--- config.mk ---
export PLATFORM = sky130hd
export DESIGN_NAME = scan_decoder
export DESIGN_NICKNAME = d
export VERILOG_FILES = /design/src/rtl/decoder_pkg.sv /design/src/rtl/scan_prescaler.sv /design/src/rtl/scan_decoder.sv
export SDC_FILE = /design/constraint.sdc
export NUM_CORES = 1
export LEC_CHECK = 0
export CELL_PAD_IN_SITES_DETAIL_PLACEMENT = 1
export CELL_PAD_IN_SITES_GLOBAL_PLACEMENT = 1
export CORE_ASPECT_RATIO = 0.9
export CORE_MARGIN = 8
export CORE_UTILIZATION = 43
export DETAILED_ROUTE_END_ITERATION = 8
export PLACE_DENSITY_LB_ADDON = 0.1
export SYNTH_ARGS = -nofsm -noshare
export SYNTH_HDL_FRONTEND = slang
export SYNTH_HIERARCHICAL = 1
export SYNTH_SLANG_ARGS = --single-unit
--- constraint.sdc ---
create_clock -name clk -period 9.6 [get_ports clk]
set_clock_uncertainty 0.15 [all_clocks]
set_input_delay 1.92 -clock clk [delete_from_list [all_inputs] [get_ports clk]]
set_output_delay 1.92 -clock clk [all_outputs]
set_load 0.005 [all_outputs]
--- src/rtl/decoder_pkg.sv ---
// Shared types and helpers for the scan decoder: FSM states, mode encodings
// and the polarity-aware one-hot pattern generator.
package decoder_pkg;

    typedef enum logic [1:0] {
        IDLE,
        DIRECT,
        SCAN
    } state_t;

    localparam logic MODE_DIRECT = 1'b0;
    localparam logic MODE_SCAN   = 1'b1;

    localparam int MAX_SEL_W = 8;
    localparam int MAX_N     = 1 << MAX_SEL_W;

    // Result is MAX_N wide; callers size-cast it down to their own line count.
    function automatic logic [MAX_N-1:0] onehot(input int unsigned idx,
                                                 input int unsigned n,
                                                 input logic        active_low);
        logic [MAX_N-1:0] p;
        logic [MAX_N-1:0] mask;
        p = '0;
        p[idx[MAX_SEL_W-1:0]] = 1'b1;
        mask = (MAX_N'(1) << n) - MAX_N'(1);
        return active_low ? (~p & mask) : p;
    endfunction

endpackage

--- src/rtl/scan_prescaler.sv ---
// Dwell prescaler for scan mode: counts 0..div_load while running, holds
// its value while frozen, and pulses tick on the terminal count.
module scan_prescaler #(
    parameter int DIV_W = 16
) (
    input  logic             clk,
    input  logic             rst_n,
    input  logic             run,
    input  logic             clear,
    input  logic [DIV_W-1:0] div_load,
    output logic             tick
);

    logic [DIV_W-1:0] cnt;

    // >= rather than == so a lowered div_load terminates the dwell at once.
    assign tick = run && (cnt >= div_load);

    always_ff @(posedge clk or negedge rst_n) begin
        if (!rst_n) begin
            cnt <= '0;
        end else if (clear) begin
            cnt <= '0;
        end else if (run) begin
            cnt <= tick ? '0 : cnt + DIV_W'(1);
        end
    end

endmodule

--- src/rtl/scan_decoder.sv ---
// Registered 2^SEL_W-line decoder with 74x138-style enables and an
// auto-scan mode that walks the outputs with a programmable dwell.
module scan_decoder
    import decoder_pkg::*;
#(
    parameter int SEL_W      = 3,
    parameter int DIV_W      = 16,
    parameter int ACTIVE_LOW = 1
) (
    input  logic                    clk,
    input  logic                    rst_n,
    input  logic                    g1,
    input  logic                    g2an,
    input  logic                    g2bn,
    input  logic                    mode,
    input  logic [SEL_W-1:0]        sel,
    input  logic [DIV_W-1:0]        div_load,
    output logic [(1<<SEL_W)-1:0]   y_n,
    output logic [SEL_W-1:0]        cur_sel,
    output logic                    wrap
);

    localparam int unsigned N        = 1 << SEL_W;
    localparam logic [N-1:0] INACTIVE = (ACTIVE_LOW != 0) ? '1 : '0;

    state_t           state;
    state_t           nxt;
    logic             en;
    logic             last_direct;
    logic             restart;
    logic             run;
    logic             clear;
    logic             tick;
    logic             wrap_nxt;
    logic [SEL_W-1:0] idx;
    logic [SEL_W-1:0] idx_nxt;
    logic [N-1:0]     y_nxt;

    // Counting happens only on SCAN->SCAN edges; the entry edge loads or resumes.
    always_comb begin
        en      = g1 & ~g2an & ~g2bn;
        nxt     = IDLE;
        if (en) begin
            nxt = (mode == MODE_SCAN) ? SCAN : DIRECT;
        end
        restart = (nxt == SCAN) &&
                  ((state == DIRECT) || ((state == IDLE) && last_direct));
        run     = (state == SCAN) && (nxt == SCAN);
        clear   = (nxt == DIRECT) || restart;
    end

    scan_prescaler #(
        .DIV_W (DIV_W)
    ) u_prescaler (
        .clk      (clk),
        .rst_n    (rst_n),
        .run      (run),
        .clear    (clear),
        .div_load (div_load),
        .tick     (tick)
    );

    always_comb begin
        idx_nxt  = idx;
        wrap_nxt = 1'b0;
        case (nxt)
            DIRECT: idx_nxt = sel;
            SCAN: begin
                if (restart) begin
                    idx_nxt = '0;
                end else if (tick) begin
                    idx_nxt  = idx + SEL_W'(1);
                    wrap_nxt = (idx == '1);
                end
            end
            default: ;
        endcase
        y_nxt = (nxt == IDLE) ? INACTIVE
                              : N'(onehot(32'(idx_nxt), N, ACTIVE_LOW != 0));
    end

    always_ff @(posedge clk or negedge rst_n) begin
        if (!rst_n) begin
            state       <= IDLE;
            last_direct <= 1'b0;
            idx         <= '0;
            y_n         <= INACTIVE;
            wrap        <= 1'b0;
        end else begin
            state <= nxt;
            if (nxt != IDLE) begin
                last_direct <= (nxt == DIRECT);
            end
            idx  <= idx_nxt;
            y_n  <= y_nxt;
            wrap <= wrap_nxt;
        end
    end

    assign cur_sel = idx;

endmodule

==> impl_metrics.json <==
{
  "outcome": "completed",
  "fin_ws_ns": 4.230,
  "cts-root-buf": "clkbuf_8",
  "finalSetupTns_ns": 0,
  "synth_edf_count": 0,
  "io_buffer_count": 36,
  "cp-end-kind": "flop",
  "synth_seq_area_share_pct": 39.23,
  "cts_tree": "done",
  "synth_mux_area_share_pct": 1.562,
  "synth_top_family_by_area": "simple AND/OR/NAND/NOR gates",
  "worst-setup-path-type": "in -> reg",
  "htree_levels": 2,
  "synth-seq-cells": 31,
  "ant_nets": 0,
  "core_sq_um": 4461,
  "drt_first_pass_iters": 4,
  "start_util_pct": 44.91,
  "die_area_sq_um": 7102,
  "cts-resized-gates": 0,
  "required_ns": 9.66,
  "rr_worst_depth": 10,
  "whs_path_depth": 1,
  "syn_avg_cell_area_sq_um": 9.274,
  "fp.dieW_microns": 87.95,
  "syn_area_sq_um": 2003,
  "whs_ns": 0.3872,
  "layout_common_cells": "clkdlybuf4s50_1 (36), dfrtp_1 (23), inv_1 (20), nand3_1 (19), ha_1 (19)",
  "arrival_ns": 5.43,
  "critPathMaxFanout": 7,
  "min_path_type": "reg -> reg",
  "ir_drop_mv": 0.1106,
  "clock-sinks": 31,
  "grt_overflow": 0,
  "drt-initial-drc-count": 87,
  "syn_inst": 216,
  "grt_pass1_vias": 1901,
  "cts.reportedPaths.clkPinSlew_ns": 0.06,
  "utilization_pct": 56.61,
  "final_common_cell": "clkdlybuf4s50_1",
  "setup_viol": 0,
  "routed_via_density": 5.525,
  "hold_viol": 0,
  "fmax_ghz": 0.1862,
  "postSynthNetCount": 260,
  "grt_pass1_wl_microns": 8763,
  "p_leak_uw": 0.001123,
  "rsz0062_at_grt": "false",
  "post_drt_wl_per_cell_microns": 15.58,
  "relSlewSlack_pct": 42.75,
  "ios": 37,
  "ys_types": 52,
  "worst_pin_slew_ns": 0.8509,
  "hold_buffers": 0,
  "cts_buffers": 5,
  "synthArstFlopShare_pct": 100.0,
  "drv_slew": 0,
  "synth_compound_area_share_pct": 17.43,
  "routed_wl_microns": 4953,
  "hpwl_microns": 3900,
  "p_per_area_nw_per_um2": 115.5,
  "grt_start_max_net_pins": 32,
  "synth_xor_area_share_pct": 0.4372,
  "synthSimpleGateAreaFrac_pct": 24.23,
  "post_cts_buffers": 0,
  "yosysWarnings": 6,
  "antenna_found_initial": 0,
  "clockBufferDepth": 2,
  "route.vias.total": 1757,
  "place_ws_ns": 3.970,
  "gp_congestion": 0.7969,
  "rows": 23,
  "min_period_ns": 5.370,
  "insertion_delay_ns": 0.28,
  "antenna_cells": 0,
  "synth_flop_cell": "dfrtp_1",
  "area_growth_syn_to_layout_pct": 26.05,
  "drive_gt1_share_pct": 11.33,
  "synth_adder_area_share_pct": 11.87,
  "power_uw": 291.5,
  "cap_violations": 0,
  "fin_crit_sh_pct": 55.94,
  "fill_cells": 520,
  "drcViolationCount": 0,
  "grt_usage_pct": 15.62,
  "critPathLaunchType": "input pin",
  "fin_nets": 299,
  "die_h_microns": 80.75
}
layer usage:
layer / global-route usage [%] / vias to the layer above / wire (microns)
li1: - / 870 / -
met3: 4.536 / 8 / 250
met1: 20.02 / 844 / 2377
met4: 4.803 / 0 / 66
met2: 24.87 / 35 / 2258
met5: 0 / - / 0
critical path: stages:
cell,delay (ns)
clkdlybuf4s50_1,0.45
inv_1,0.04
ha_1,0.30
nand4_1,0.15
or3_1,0.44
a2111oi_1,0.58
nor3_1,0.25
nor2b_1,0.45
xnor2_1,0.17
a211o_1,0.34
a21oi_1,0.24
nand2_1,0.09
logic make-up (layout without fill, tap and decap cells):
logic type,after synthesis,in the layout
xor+xnor,1,1
simple gates,88,88
compound gates,47,47
fa+ha+maj,19,19
buf+inv,27,67
flops,31,31
mux,3,3
stage by stage:
stage          cells  area (sq um)
2_1_floorplan    216          2003
6_report         318          2525
3_3_place_gp     310          2434
3_5_place_dp     310          2434
5_1_grt          318          2525
4_1_cts          318          2525
sequential cells by signal, indices dropped and copies added (netlist names):
signal and cells:
cur_sel 3, wrap 1, state 2, last_direct 1, y_n 8, u_prescaler/cnt 16
layout make-up:
cell class                 instances  area, sq um  area share [%]
clock inverter                     1        5.005          0.1982
multi-input combinational        158         1112           44.05
inverter                          20        75.07           2.973
timing repair buffer              39        382.9           15.16
tap                               62        77.57           3.072
clock buffer                       7        86.33           3.419
sequential                        31        785.8           31.12
worst paths after layout:
| path | from | endpoint | slack [ns] |
|---|---|---|---|
| max in group asynchronous | rst_n | y_n[2] | 7.08 |
| worst max-delay path | div_load[13] | y_n[7] | 4.23 |
| worst max register to register | u_prescaler/cnt[13] | y_n[7] | 5.87 |
| worst min-delay path | last_direct | last_direct | 0.39 |
| min in group asynchronous | rst_n | u_prescaler/cnt[4] | 1.88 |
| worst min register to register | last_direct | last_direct | 0.39 |
Yosys cell counts (4+ instances only):
cell       n  area (sq um)
dfrtp_1   23         575.6
nor3_1     6         30.03
nand2b_1   7         43.79
dfstp_2    8         210.2
and3_1     4         25.02
nand4_1    5         31.28
a22o_1     4         35.03
nand3_1   19         95.09
o311ai_1   4         35.03
nor2_1    10         37.54
inv_1     20         75.07
ha_1      19         237.7
nand2_1   17         63.81
a21oi_1   10         50.05
o21ai_0    5         25.02
power breakdown:
part           internal (uW)  switching, uW  leakage (uW)  total, uW
logic                   25.2           22.9      0.000676       48.1
registers                135           4.76      0.000398        140
clock network           57.7           45.4     0.0000482        103
Power figures use the tool's default switching activity.
